File: config.mk
export PLATFORM = sky130hd
export DESIGN_NAME = b16_loader
export DESIGN_NICKNAME = d
export VERILOG_FILES = /design/src/rtl/b16_loader.sv
export SDC_FILE = /design/constraint.sdc
export NUM_CORES = 1
export LEC_CHECK = 0
export CORE_UTILIZATION = 47
export CTS_CLUSTER_DIAMETER = 200
export DETAILED_ROUTE_END_ITERATION = 8
export GPL_ROUTABILITY_DRIVEN = 0
export PLACE_DENSITY = 0.75
export SLEW_MARGIN = 20
export SYNTH_ARGS = -nofsm -noshare
export SYNTH_HDL_FRONTEND = slang
export SYNTH_SLANG_ARGS = --single-unit
File: constraint.sdc
create_clock -name clk_i -period 3.3 [get_ports clk_i]
set_input_delay 0.99 -clock clk_i [delete_from_list [all_inputs] [get_ports clk_i]]
set_output_delay 0.99 -clock clk_i [all_outputs]
set_load 0.02 [all_outputs]
File: src/rtl/b16_loader.sv
// b16 serial download controller and SRAM bus arbiter.
// Optional byte echo on txd when B16_LOADER_ECHO_EN is defined.
module b16_loader #(
    parameter int BIT_CLKS = 87
) (
    input  logic        clk_i,
    input  logic        reset_i,
    input  logic        rxd_i,
    output logic        txd_o,
    input  logic [15:0] core_a_i,
    input  logic [15:0] core_dout_i,
    input  logic        core_wr_i,
    input  logic        core_rd_i,
    input  logic [1:0]  core_be_i,
    output logic        core_stall_o,
    output logic        core_hold_o,
    output logic        core_start_o,
    output logic [15:0] start_addr_o,
    output logic [15:0] mem_a_o,
    output logic [15:0] mem_dout_o,
    output logic        mem_wr_o,
    output logic        mem_rd_o,
    output logic [1:0]  mem_be_o,
    output logic        rx_err_o
);

    localparam int TW = $clog2(BIT_CLKS);
    localparam logic [TW-1:0] HALF_TIMER = TW'(BIT_CLKS / 2 - 1);
    localparam logic [TW-1:0] FULL_TIMER = TW'(BIT_CLKS - 1);

    localparam logic [2:0] ST_CMD  = 3'd0;
    localparam logic [2:0] ST_AHI  = 3'd1;
    localparam logic [2:0] ST_ALO  = 3'd2;
    localparam logic [2:0] ST_CNT  = 3'd3;
    localparam logic [2:0] ST_DATA = 3'd4;
    localparam logic [2:0] ST_WR   = 3'd5;

    logic          rxMeta_q, rxSync_q, rxPrev_q;
    logic          rxBusy_q;
    logic [TW-1:0] rxTimer_q;
    logic [3:0]    rxBitCnt_q;
    logic [7:0]    rxShift_q;
    logic          rxValid_q;
    logic [7:0]    rxData_q;
    logic          rxFrameErr_q;

    // Bit counter 0 is the start bit, 1..8 data (LSB first), 9 the stop bit.
    always_ff @(posedge clk_i or posedge reset_i) begin
        if (reset_i) begin
            rxMeta_q     <= 1'b1;
            rxSync_q     <= 1'b1;
            rxPrev_q     <= 1'b1;
            rxBusy_q     <= 1'b0;
            rxTimer_q    <= '0;
            rxBitCnt_q   <= '0;
            rxShift_q    <= '0;
            rxValid_q    <= 1'b0;
            rxData_q     <= '0;
            rxFrameErr_q <= 1'b0;
        end else begin
            rxMeta_q     <= rxd_i;
            rxSync_q     <= rxMeta_q;
            rxPrev_q     <= rxSync_q;
            rxValid_q    <= 1'b0;
            rxFrameErr_q <= 1'b0;
            if (!rxBusy_q) begin
                if (rxPrev_q && !rxSync_q) begin
                    rxBusy_q   <= 1'b1;
                    rxTimer_q  <= HALF_TIMER;
                    rxBitCnt_q <= '0;
                end
            end else if (rxTimer_q != '0) begin
                rxTimer_q <= rxTimer_q - 1'b1;
            end else begin
                rxTimer_q <= FULL_TIMER;
                case (rxBitCnt_q)
                    4'd0: begin
                        if (rxSync_q) rxBusy_q <= 1'b0;
                        else          rxBitCnt_q <= 4'd1;
                    end
                    4'd9: begin
                        rxBusy_q <= 1'b0;
                        if (rxSync_q) begin
                            rxValid_q <= 1'b1;
                            rxData_q  <= rxShift_q;
                        end else begin
                            rxFrameErr_q <= 1'b1;
                        end
                    end
                    default: begin
                        rxShift_q  <= {rxSync_q, rxShift_q[7:1]};
                        rxBitCnt_q <= rxBitCnt_q + 1'b1;
                    end
                endcase
            end
        end
    end

    logic [2:0]  st_q, st_d;
    logic [15:0] addr_q, addr_d;
    logic [7:0]  cnt_q, cnt_d;
    logic [7:0]  wrByte_q, wrByte_d;
    logic        isStart_q, isStart_d;
    logic        hold_q, hold_d;
    logic        start_q, start_d;
    logic [15:0] startAddr_q, startAddr_d;
    logic        rxErr_q, rxErr_d;

    always_comb begin
        st_d        = st_q;
        addr_d      = addr_q;
        cnt_d       = cnt_q;
        wrByte_d    = wrByte_q;
        isStart_d   = isStart_q;
        hold_d      = hold_q;
        start_d     = 1'b0;
        startAddr_d = startAddr_q;
        rxErr_d     = rxErr_q;
        if (rxFrameErr_q) begin
            rxErr_d = 1'b1;
            st_d    = ST_CMD;
        end else begin
            case (st_q)
                ST_CMD: begin
                    if (rxValid_q && rxData_q == 8'h30) begin
                        hold_d    = 1'b1;
                        isStart_d = 1'b0;
                        rxErr_d   = 1'b0;
                        st_d      = ST_AHI;
                    end else if (rxValid_q && rxData_q == 8'h31) begin
                        isStart_d = 1'b1;
                        st_d      = ST_AHI;
                    end
                end
                ST_AHI: begin
                    if (rxValid_q) begin
                        addr_d[15:8] = rxData_q;
                        st_d         = ST_ALO;
                    end
                end
                ST_ALO: begin
                    if (rxValid_q) begin
                        addr_d[7:0] = rxData_q;
                        st_d        = ST_CNT;
                    end
                end
                ST_CNT: begin
                    if (rxValid_q) begin
                        if (isStart_q) begin
                            start_d     = 1'b1;
                            startAddr_d = addr_q;
                            hold_d      = 1'b0;
                            st_d        = ST_CMD;
                        end else if (rxData_q == 8'h00) begin
                            st_d = ST_CMD;
                        end else begin
                            cnt_d = rxData_q;
                            st_d  = ST_DATA;
                        end
                    end
                end
                ST_DATA: begin
                    if (rxValid_q) begin
                        wrByte_d = rxData_q;
                        st_d     = ST_WR;
                    end
                end
                ST_WR: begin
                    addr_d = addr_q + 16'd1;
                    cnt_d  = cnt_q - 8'd1;
                    st_d   = (cnt_q == 8'd1) ? ST_CMD : ST_DATA;
                end
                default: st_d = ST_CMD;
            endcase
        end
    end

    always_ff @(posedge clk_i or posedge reset_i) begin
        if (reset_i) begin
            st_q        <= ST_CMD;
            addr_q      <= '0;
            cnt_q       <= '0;
            wrByte_q    <= '0;
            isStart_q   <= 1'b0;
            hold_q      <= 1'b0;
            start_q     <= 1'b0;
            startAddr_q <= '0;
            rxErr_q     <= 1'b0;
        end else begin
            st_q        <= st_d;
            addr_q      <= addr_d;
            cnt_q       <= cnt_d;
            wrByte_q    <= wrByte_d;
            isStart_q   <= isStart_d;
            hold_q      <= hold_d;
            start_q     <= start_d;
            startAddr_q <= startAddr_d;
            rxErr_q     <= rxErr_d;
        end
    end

    // The loader owns the SRAM bus only during the single WR clock.
    logic loaderOwns;
    assign loaderOwns   = (st_q == ST_WR);
    assign core_stall_o = loaderOwns;
    assign core_hold_o  = hold_q;
    assign core_start_o = start_q;
    assign start_addr_o = startAddr_q;
    assign rx_err_o     = rxErr_q;
    assign mem_a_o      = loaderOwns ? addr_q : core_a_i;
    assign mem_dout_o   = loaderOwns ? {wrByte_q, wrByte_q} : core_dout_i;
    assign mem_wr_o     = loaderOwns ? 1'b1 : core_wr_i;
    assign mem_rd_o     = loaderOwns ? 1'b0 : core_rd_i;
    assign mem_be_o     = loaderOwns ? (addr_q[0] ? 2'b01 : 2'b10) : core_be_i;

`ifdef B16_LOADER_ECHO_EN
    logic          txd_q;
    logic          txBusy_q;
    logic [8:0]    txShift_q;
    logic [3:0]    txBitCnt_q;
    logic [TW-1:0] txTimer_q;

    // A byte arriving while the previous echo is still going out is not echoed.
    always_ff @(posedge clk_i or posedge reset_i) begin
        if (reset_i) begin
            txd_q      <= 1'b1;
            txBusy_q   <= 1'b0;
            txShift_q  <= '1;
            txBitCnt_q <= '0;
            txTimer_q  <= '0;
        end else if (!txBusy_q) begin
            if (rxValid_q) begin
                txd_q      <= 1'b0;
                txBusy_q   <= 1'b1;
                txShift_q  <= {1'b1, rxData_q};
                txBitCnt_q <= 4'd9;
                txTimer_q  <= FULL_TIMER;
            end
        end else if (txTimer_q != '0) begin
            txTimer_q <= txTimer_q - 1'b1;
        end else if (txBitCnt_q == 4'd0) begin
            txBusy_q <= 1'b0;
        end else begin
            txd_q      <= txShift_q[0];
            txShift_q  <= {1'b1, txShift_q[8:1]};
            txBitCnt_q <= txBitCnt_q - 1'b1;
            txTimer_q  <= FULL_TIMER;
        end
    end

    assign txd_o = txd_q;
`else
    assign txd_o = 1'b1;
`endif

endmodule

==> flow_summary_export.csv, run 1 <==
group,metric,value,unit
timing,period_needed,3.19,ns
floorplanning,die_x,102,um
global_route,overflow,0,
synth,async_flop_share,100,%
final_layout,mostFrequentLayoutCells,"nand2_1, dfrtp_1, clkdlybuf4s50_1, mux2_2, a21oi_1",
setup_path,reg2reg_depth,6,
routing,wl,11.9,mm
synth,syn_inst,493,
final_layout,final_common_cell,"nand2_1",
power_and_ir_drop,vdd_ir_drop_max,0.000270,V
min_path,hold_class,"reg -> reg",
power_and_ir_drop,p_per_area,424,mW/mm2
routing,drt-wirelength-per-cell,16.6,um
clock_tree,postCtsSetupRepairBufs,0,
global_route,grtUsageMet2,37.9,%
routing,drc,0,
final_layout,fin_nets,629,
setup_path,crit_path_start_kind,"flop",
final_layout,antenna_cells,0,
clock_tree,numCtsBuffers,9,
synth,ys.flop_type,"dfrtp_1",
clock_tree,cts_tree,"built",
timing,tightestPinTransition,0.736,ns
floorplanning,io_pins,96,
clock_tree,clock_sinks,88,
global_route,use_met3,3.76,%
synth,syn_avg_cell_area,9.58,um2
timing,slew_violations,0,
timing,clock_skew,0.00948,ns
global_route,grt_pass1_vias,3874,
final_layout,fin_util,62.4,%
outcome,status,"finished, final reports clean",
floorplanning,die_h,102,um
routing,via_per_inst,5.79,
synth,syn-cell-area,0.00472,mm2
global_route,grt_max_degree,89,
clock_tree,clock_latency,0.37,ns
routing,vias,4169,
global_route,grt_pass1_wl,18.9,mm
synth,synthSimpleGateAreaFrac,20.4,%
routing,antenna_left,0,
placement,dp_hpwl,8.10,mm
min_path,whs_path_depth,0,
synth,synth_edf_count,0,
synth,synth_top_family_by_area,"simple AND/OR/NAND/NOR gates",
setup_path,r2r-start,"rxTimer_q[0]",
timing,max_freq,313,MHz
setup_path,cp.arrival,2.20,ns
clock_tree,cts.path.max_buffers,2,
synth,synth_fp_nets,540,
floorplanning,die-area,0.0104,mm2
run,drv_cap,0,
synth,synth-compound-area-share,15.1,%
setup_path,critPathRequiredTime,2.31,ns
min_path,hp-start,"rxMeta_q",
setup_path,crit_start,"st_q[1]",
global_route,use_met1,31.3,%
timing,setup-violations-final,0,
final_layout,layout-drive-gt1-share,14.1,%
synth,synth_cell_types,62,
setup_path,crit_fanout,25,
setup_path,crit_path_end_kind,"primary output",
routing,drtIter0Drc,268,
global_route,track_usage,23.4,%
clock_tree,root_buffer,"clkbuf_8",
routing,firstDrtPassIters,6,
floorplanning,num_rows,36,
floorplanning,core_area,0.00977,mm2
setup_path,crit_type,"reg -> out",
timing,report.final.hold_viol_count,0,
synth,yosysWarningCount,0,
power_and_ir_drop,p_leak,2.87,nW
synth,synthMuxAreaShare,11.3,%
floorplanning,start_util,48.3,%
clock_tree,htree_num_levels,3,
timing,slew_headroom,50.5,%
final_layout,area_growth_syn_to_layout,29.2,%
timing,rsz0062_at_grt,"no",
synth,synth_fa_ha_area_share,2.12,%
global_route,antenna_found_initial,0,
clock_tree,clk_pin_slew_worst_paths,0.09,ns
timing,post-route-period-util,96.8,%
synth,synth_xor_area_share,0.371,%
placement,port_buffers,94,
synth,synth-seq-area-share,46.7,%
global_route,grt-busiest-layer,"met2",
synth,ys_ff_latch,88,
timing,setup_tns,0,ns
## stage by stage
stage / power, mW / hold slack [ns] / setup slack (ns) / cells / instance area [um2]
4_1_cts: 2.59 / 0.366 / 0.00236 / 720 / 6060
2_1_floorplan: 1.46 / 0.345 / 0.0364 / 493 / 4720
3_3_place_gp: 1.60 / 0.347 / 0.129 / 704 / 5800
6_report: 2.58 / 0.367 / 0.106 / 720 / 6100
3_5_place_dp: 1.62 / 0.353 / 0.119 / 704 / 5800
5_1_grt: 2.69 / 0.371 / 0.00160 / 720 / 6100
## final timing paths
kind | to | slack, ns
worst max-delay path | mem_dout_o[15] | 0.11
worst min-delay path | rxSync_q | 0.37
worst max register to register | rxData_q[6] | 0.96
worst min register to register | rxSync_q | 0.37
max in group asynchronous | start_addr_o[3] | 1.87
min in group asynchronous | wrByte_q[1] | 1.01
## cells by family after synthesis
family	count (synthesis)
AOI/OAI and AO/OA	110
xor gates and xnor gates	2
adders and majority gates	8
buffers and inverters	43
DFF	88
muxes	45
other	1
and+or+nand+nor	196
## power breakdown
part / switching, mW / total [mW] / internal [mW]
logic: 0.192 / 0.382 / 0.190
clock network: 0.404 / 0.986 / 0.582
registers: 0.0770 / 1.22 / 1.14
total: 0.672 / 2.58 / 1.91
## routing by layer
metal	up-vias	routed length (um)
li1	1941	-
met1	2043	5210
met2	166	5890
met5	-	0
met4	0	216
met3	19	612
## cells in the mapped netlist, types with 3 or more instances
cell / count / area [um2]
a2bb2oi_1: 3 / 26.3
buf_1: 3 / 11.3
dfrtp_1: 85 / 2130
and2_1: 4 / 25.0
nor2b_1: 3 / 18.8
buf_4: 3 / 22.5
mux2_2: 35 / 394
a22oi_1: 3 / 22.5
nor2_1: 20 / 75.1
o31ai_1: 11 / 82.6
nand2b_1: 9 / 56.3
or3_1: 5 / 31.3
nor3_1: 10 / 50.1
nand4_1: 5 / 31.3
nand2_1: 101 / 379
dfstp_2: 3 / 78.8
o22ai_1: 5 / 31.3
a31oi_1: 3 / 18.8
a311oi_1: 4 / 35.0
and3_1: 4 / 25.0
nand3_1: 10 / 50.1
or4_1: 3 / 22.5
clkbuf_1: 16 / 60.1
nor4_1: 7 / 43.8
ha_1: 8 / 100
o21a_1: 3 / 22.5
inv_1: 17 / 63.8
o21ai_0: 25 / 125
a21oi_1: 29 / 145
mux2_4: 8 / 120
a21o_1: 3 / 22.5
## what timing repair did
action                                 CTS  global route
setup endpoints to repair                0            34
endpoints found under the hold margin    0             0
hold buffers                             0             0
resized for setup                        0            14
## registers in the layout (all words and copies together) (netlist names), 3 cells and up
signal / cells
wrByte_q: 8
st_q: 3
rxBitCnt_q: 4
rxTimer_q: 7
rxData_q: 8
start_addr_o: 16
rxShift_q: 8
addr_q: 16
cnt_q: 8
## critical path, cell delays in order (launching register included)
cell	delay, ns
dfrtp_2	0.48
nand3b_1	0.24
inv_1	0.14
buf_8	0.20
nand2_1	0.11
nand2_1	0.07
clkdlybuf4s50_1	0.60
## cell type report
cell class,count,area (um2)
fill,795,3670
multi-input combinational,362,2330
sequential,88,2210
timing repair buffer,104,1060
tap,133,166
clock inverter,7,143
clock buffer,9,124
inverter,17,65.1
(Power assumes the default switching activity.)
==> run 2, diff against run 1 <==
Settings changed: MAX_ROUTING_LAYER from default to met4, TNS_END_PERCENT from default to 30.
==> run 2 against run 1 <==
Effect of this change:
- power down 0.11%
- hold slack hardly changed
- count of clock-buffer cells in the layout is the same
- flip-flop and latch count did not move
- register-to-register slack barely moved
- design area unchanged
- critical path depth unchanged
- utilization unchanged
- clock skew rose by 0.0020 ns
- sequential power hardly changed
- via count increased by 0.91%
- highest routed layer unchanged
==> flow_summary_export.csv, run 2 (synthesis results as in run 1) <==
group,metric,value,unit
routing,vias,4207,
power_and_ir_drop,p_per_area,423,mW/mm2
setup_path,critPathRequiredTime,2.31,ns
timing,clock_skew,0.0115,ns
timing,tightestPinTransition,0.733,ns
floorplanning,num_rows,36,
setup_path,crit_fanout,25,
setup_path,crit_type,"reg -> out",
placement,dp_hpwl,8.10,mm
routing,wl_met1,5.26,mm
power_and_ir_drop,p_leak,2.87,nW
routing,wl_met3,536,um
min_path,hold_class,"reg -> reg",
clock_tree,numCtsBuffers,9,
routing,antenna_left,0,
final_layout,antenna_cells,0,
routing,firstDrtPassIters,5,
setup_path,worst-path-stages,6,
setup_path,cpMostUsedCell,"nand2_1",
clock_tree,cts_tree,"built",
timing,report.final.hold_viol_count,0,
final_layout,mostFrequentLayoutCells,"nand2_1, dfrtp_1, clkdlybuf4s50_1, mux2_2, a21oi_1",
setup_path,cp.arrival,2.20,ns
routing,drtIter0Drc,273,
routing,drc,0,
clock_tree,postCtsSetupRepairBufs,0,
routing,wl,11.9,mm
timing,slew_headroom,50.7,%
routing,drt-wirelength-per-cell,16.6,um
timing,worst_slack,0.107,ns
final_layout,layout-drive-gt1-share,14.1,%
global_route,grt_max_degree,89,
timing,period_needed,3.19,ns
timing,post-route-period-util,96.8,%
outcome,status,"finished, final reports clean",
final_layout,fillCellCount,795,
setup_path,max_stage_delay,0.60,ns
floorplanning,io_pins,96,
clock_tree,clock_sinks,88,
setup_path,crit_start,"st_q[1]",
routing,wl_met2,5.89,mm
setup_path,worstReg2RegEnd,"rxData_q[6]",
setup_path,crit_family,"buffers and inverters",
global_route,track_usage,24.1,%
clock_tree,postCtsHoldBufs,0,
routing,routed.top_layer,"met4",
placement,preCtsSetupSlack,0.119,ns
clock_tree,root_buffer,"clkbuf_8",
global_route,grt_pass1_wl,18.8,mm
floorplanning,die-area,0.0104,mm2
power_and_ir_drop,vdd_ir_drop_max,0.000269,V
setup_path,crit_path_start_kind,"flop",
run,drv_cap,0,
setup_path,reg2reg_depth,6,
timing,setup-violations-final,0,
setup_path,critPathSlowestCell,"clkdlybuf4s50_1",
final_layout,area_growth_syn_to_layout,29.2,%
placement,port_buffers,94,
clock_tree,cts.path.max_buffers,2,
global_route,grt_pass1_vias,3891,
routing,via_per_inst,5.84,
setup_path,crit_chain,"nand3b_1 -> inv_1 -> buf_8 -> nand2_1 -> nand2_1 -> clkdlybuf4s50_1",
global_route,antenna_found_initial,0,
clock_tree,htree_num_levels,3,
clock_tree,clock_latency,0.37,ns
setup_path,crit_buf_inv,3,
timing,rsz0062_at_grt,"no",
floorplanning,core_area,0.00977,mm2
setup_path,crit_path_end_kind,"primary output",
clock_tree,clk_pin_slew_worst_paths,0.09,ns
floorplanning,die_x,102,um
final_layout,fin_nets,629,
setup_path,endpoint,"mem_dout_o[15]",
timing,max_freq,313,MHz
final_layout,final_common_cell,"nand2_1",
setup_path,r2r-start,"rxTimer_q[0]",
setup_path,ff2ff_setup_slack,0.96,ns
timing,setup_tns,0,ns
timing,slew_violations,0,
global_route,overflow,0,
floorplanning,die_h,102,um
floorplanning,start_util,48.3,%
[run 2: final cells by class]
cell class	instances	area, um2	area share [%]
clock buffers	9	124	2.03
clock inverters	7	143	2.34
inverters	17	65.1	1.07
multi-input cells	362	2330	38.2
flip-flops and latches	88	2210	36.2
well taps	133	166	2.73
repair buffers	104	1060	17.5
[run 2: metal layers]
metal / vias to the layer above / GRT usage [%]
met5: - / -
met3: 22 / 3.69
li1: 1947 / -
met4: 0 / 9.78
met1: 2084 / 31.1
met2: 154 / 37.9
[run 2: how the worst min path moves through the flow]
stage                     startpoint       end  slack, ns  cells past startpoint
after global placement      rxMeta_q  rxSync_q       0.35                      0
after floorplan             rxMeta_q  rxSync_q       0.35                      0
after CTS                   rxMeta_q  rxSync_q       0.37                      0
after detailed placement    rxMeta_q  rxSync_q       0.35                      0
after global routing        rxMeta_q  rxSync_q       0.37                      0
final                       rxMeta_q  rxSync_q       0.37                      0
[run 2: where the power goes]
group          leakage [nW]  internal [mW]  switching, mW
clock                 0.134          0.582          0.402
combinational          1.55          0.191          0.191
sequential             1.19           1.14         0.0761
[run 2: stage by stage]
step | power, mW | util [%] | instances | hold WS, ns | cell area, um2
after floorplan | 1.46 | - | 493 | 0.345 | 4720
after global placement | 1.60 | 59.3 | 704 | 0.347 | 5800
after detailed placement | 1.62 | 59.3 | 704 | 0.353 | 5800
after CTS | 2.59 | 62.0 | 720 | 0.366 | 6060
after global routing | 2.69 | 62.4 | 720 | 0.371 | 6100
final | 2.58 | 62.4 | 720 | 0.367 | 6100
[run 2: repair_timing]
item	in CTS	in global routing
endpoints found under the setup margin	0	34
resized for setup	0	14
endpoints found under the hold margin	0	0
==> run 3, diff against run 2 <==
Settings changed: CORE_ASPECT_RATIO from default to 0.75.
==> run 3 against run 2 <==
Effect of this change:
- die area about the same
- wire length fell by 2.1%
- non-clock buffer count fell by 2
- maximum frequency shrank 0.87%
- count of clock-buffer cells in the layout grew 3
- via count is 2.6% lower
- largest cell class unchanged
==> flow_summary_export.csv, run 3 (synthesis results as in run 1) <==
group,metric,value,unit
floorplanning,core_area,0.00970,mm2
clock_tree,cts.path.max_buffers,2,
outcome,status,"finished, final reports clean",
setup_path,cp.arrival,2.23,ns
timing,post-route-period-util,97.6,%
setup_path,crit_type,"in -> out",
placement,dp_hpwl,7.93,mm
floorplanning,die-area,0.0105,mm2
run,drv_cap,0,
clock_tree,root_buffer,"clkbuf_16",
routing,antenna_left,0,
setup_path,ff2ff_setup_slack,1.06,ns
global_route,grt_pass1_wl,19.1,mm
power_and_ir_drop,vdd_ir_drop_max,0.000286,V
timing,report.final.hold_viol_count,0,
routing,wl,11.7,mm
final_layout,fin_nets,627,
clock_tree,clk_pin_slew_worst_paths,0.06,ns
setup_path,crit_path_end_kind,"primary output",
routing,drc,0,
setup_path,crit_fanout,1,
final_layout,final_common_cell,"nand2_1",
clock_tree,numCtsBuffers,9,
clock_tree,cts_tree,"built",
timing,rsz0062_at_grt,"yes",
global_route,antenna_found_initial,1,
floorplanning,num_rows,31,
floorplanning,start_util,48.7,%
timing,slew_headroom,48.8,%
placement,placed_area,0.00579,mm2
global_route,track_usage,23.9,%
global_route,grt_pass1_vias,3852,
timing,period_needed,3.22,ns
final_layout,fillCellCount,796,
timing,max_freq,310,MHz
power_and_ir_drop,p_leak,2.84,nW
final_layout,ff_latch_area,0.00221,mm2
setup_path,crit_path_start_kind,"primary input",
final_layout,layout-drive-gt1-share,13.7,%
power_and_ir_drop,p_per_area,431,mW/mm2
clock_tree,htree_num_levels,3,
timing,setup-violations-final,0,
global_route,overflow,0,
clock_tree,clock_sinks,88,
routing,drtIter0Drc,261,
clock_tree,clock_latency,0.34,ns
final_layout,multi_input_area,0.00233,mm2
final_layout,mostFrequentLayoutCells,"nand2_1, clkdlybuf4s50_1, dfrtp_1, mux2_2, a21oi_1",
global_route,grt_max_degree,74,
routing,via_per_inst,5.71,
placement,port_buffers,94,
routing,drt-wirelength-per-cell,16.2,um
timing,clock_skew,0.00468,ns
timing,setup_tns,0,ns
final_layout,area_growth_syn_to_layout,29.7,%
floorplanning,io_pins,96,
setup_path,critPathRequiredTime,2.31,ns
routing,vias,4099,
floorplanning,die_x,118,um
routing,firstDrtPassIters,5,
clock_tree,postCtsSetupRepairBufs,0,
final_layout,stdcell_area,0.00612,mm2
timing,slew_violations,0,
timing,tightestPinTransition,0.760,ns
min_path,hold_class,"reg -> reg",
floorplanning,die_h,88.8,um
## run 3: what timing repair did
| action | CTS | global route |
|---|---|---|
| hold endpoints to repair | 0 | 0 |
| setup endpoints to repair | 0 | 22 |
| hold buffers | 0 | 0 |
| gates resized for setup | 0 | 7 |
## run 3: layout make-up
type	count	share of cell area, %
clock buffer	12	4.19
clock inverter	4	0.858
inverter	17	1.06
tap	132	2.70
antenna	1	0.0409
sequential	88	36.1
timing repair buffer	102	17.0
multi-input combinational	362	38.1
## run 3: stage by stage
step                      hold WS [ns]  setup slack (ns)  util (%)  power, mW  instances
after floorplan                  0.345            0.0364         -       1.46        493
after global placement           0.346             0.133      59.7       1.60        701
after detailed placement         0.351            0.0824      59.7       1.62        701
after CTS                        0.358            0.0420      62.9       2.66        717
after global routing             0.364           -0.0120      63.1       2.75        718
final                            0.356            0.0786      63.1       2.64        718
## run 3: worst max-delay path, stage by stage
cell and delay, ns:
clkdlybuf4s50_1 0.45, nand2_1 0.05, o21ai_0 0.10, clkdlybuf4s50_1 0.64
## run 3: final timing paths
path / start / end / cells after the start
min in group asynchronous: reset_i / start_addr_o[13] / 2
min reg2reg: rxMeta_q / rxSync_q / 0
max: core_a_i[7] / mem_a_o[7] / 4
max reg2reg: rxTimer_q[0] / rxData_q[7] / 6
min: rxMeta_q / rxSync_q / 0
max in group asynchronous: reset_i / rxSync_q / 3
## run 3: where the power goes
part	internal (mW)	leakage [nW]	switching [mW]
logic	0.192	1.49	0.190
clock network	0.629	0.153	0.412
registers	1.14	1.19	0.0735
## run 3: routing by layer
metal	GRT usage (%)	up-vias	share of wire [%]
met2	36.0	151	47
met1	32.0	1991	46
met5	-	-	0
met4	7.58	0	1.4
met3	5.54	21	5.6
li1	-	1936	-
==> edit: new RTL, flow settings as in run 3 <==
`BIT_CLKS`: 87 -> 174.
--- a/src/rtl/b16_loader.sv
+++ b/src/rtl/b16_loader.sv
@@ -2,5 +2,5 @@
 // Optional byte echo on txd when B16_LOADER_ECHO_EN is defined.
 module b16_loader #(
-    parameter int BIT_CLKS = 87
+    parameter int BIT_CLKS = 174
 ) (
     input  logic        clk_i,
Formal check against the unedited RTL: no difference found for any inputs over 10 cycles, from zero or initial values and one cycle with reset_i high; that may be too few to reach the edited logic, so the function may still have changed.
==> edit against run 3 <==
- count of clock-buffer cells in the layout is the same
- sequential cell count is 1 higher
- via count increased by 3.5%
- final area is 0.59% higher
- wire length rose by 4.0%
- synthesized area rose by 1.6%
- worst setup slack improved by 8.8 ps
- power increased by 4.1%
- non-clock buffer count increased by 1
- highest routed layer unchanged
==> edit: results <==
[routing]
drt-pass1-iter-count = 5
via_count = 4244
wire_per_inst_um = 16.54
initialDrtViolationCount = 292
routed_wl_um = 12130

[finish]
layout.nets = 643
drive_gt1_frac = 0.1281
antennaDiodeCount = 0
n_fill_cell = 826

[critical_path]
r2r-start = "rxFrameErr_q"
r2r_slack_ps = 990
r2r.worst_path.cells = 3
crit_fanout = 1
worst_ep_arrival_time_ps = 2220
cp-endpoint = "mem_a_o[10]"
crit-reg2reg-capture = "start_addr_o[12]"
critPathLaunch = "core_a_i[10]"

[place]
io_buffers = 94
dp.cells = 717
hpwlAfterDp_um = 8423
pre_cts_ws_ps = 88.88

[logic_synthesis]
synthTopCellsByCount = "116 x nand2_1, 86 x dfrtp_1, 41 x mux2_2"
ys_types = 62
syn_nets = 557
yosysSeqAreaShare = 0.4649
ys_top_cells_by_area = "dfrtp_1 45%, mux2_2 9.6%, nand2_1 9.1%, a21oi_1 3.0%, ha_1 2.1%"
yosys_warnings = 0
synth_area_per_cell_um2 = 9.409
synth_top_flop_cell = "dfrtp_1"
ys_async_sr_fraction = 1.000

[power]
vdd_drop_max_mv = 0.4326
p_int_w = 0.001999
p_leak_nw = 2.808

[global_route]
antenna_found_initial = 0
grt_pass1_vias = 3956
track_usage = 0.2460
grt_pass1_wl_um = 19910
grt_max_degree = 53

[timing]
tightest_slew_ps = 1076
clock_skew_ps = 4.222

[outcome]
status = "finished clean"

[clock_network]
cts_setup_buffers = 0
clk_pin_slew_ps = 60
ctsLongestPathBuffers = 2
ctsHtreeMaxLevel = 3
clk_latency_ps = 340
cts_made_buffers = 9
cts.root.buffer_cell = "clkbuf_16"

[worst_hold_path]
hp-start = "rxMeta_q"
hp-class = "flop to flop"
-- edit: power groups by stage --
stage                     Sequential, W  Combinational [W]  Clock, W
final                           0.00127           0.000453   0.00102
after global routing            0.00128           0.000506   0.00108
after CTS                       0.00127           0.000455   0.00103
after detailed placement        0.00129           0.000452         0
after global placement          0.00128           0.000426         0
after floorplan                 0.00126           0.000303         0
-- edit: kinds of logic (layout without fill, tap and decap cells) --
family / after synthesis / count (layout) / synth area share
xor gates and xnor gates: 3 / 3 / 0.005477
other: 1 / 1 / 0.0007815
muxes: 44 / 44 / 0.1035
and+or+nand+nor: 222 / 222 / 0.2263
adders and majority gates: 8 / 8 / 0.02086
DFF: 89 / 89 / 0.4649
AOI/OAI and AO/OA: 99 / 99 / 0.1382
buffers and inverters: 44 / 135 / 0.03989
-- edit: critical path, stage by stage --
cell and delay, ps:
clkdlybuf4s50_1 490, nand2_1 50, nand2_1 70, clkdlybuf4s50_1 620
-- edit: layout make-up --
type                       instances  area share
multi-input combinational        377      0.3858
sequential                        89      0.3625
timing repair buffer             103      0.1664
clock buffer                      12     0.04002
tap                              132     0.02682
inverter                          16    0.009955
clock inverter                     4    0.008533
-- edit: stage by stage --
step | utilization | instance area [µm²] | hold WS [ps]
4_1_cts | 0.6295 | 6153 | 360.6
3_3_place_gp | 0.5990 | 5854 | 345.2
3_5_place_dp | 0.5990 | 5854 | 351.3
6_report | 0.6301 | 6158 | 360.2
5_1_grt | 0.6301 | 6158 | 364.1
2_1_floorplan | - | 4798 | 345.2
-- edit: what timing repair did --
action | 4_1_cts | 5_1_grt
setup endpoints to repair | 0 | 6
resized for setup | 0 | 2
hold endpoints to repair | 0 | 0
-- edit: how the worst min path moves through the flow --
stage                     endpoint  slack, ps  depth (start not counted)
final                     rxSync_q        360                          0
after floorplan           rxSync_q        350                          0
after global routing      rxSync_q        360                          0
after CTS                 rxSync_q        360                          0
after detailed placement  rxSync_q        350                          0
after global placement    rxSync_q        350                          0
-- edit: per-layer routing --
metal	wire length, µm	track usage	part of all wire	vias to the layer above
li1	-	-	-	2006
met1	5503	0.3196	0.45	2081
met2	5822	0.3923	0.48	138
met3	624	0.05038	0.051	19
met4	176	0.07480	0.015	0
met5	0	-	0	-
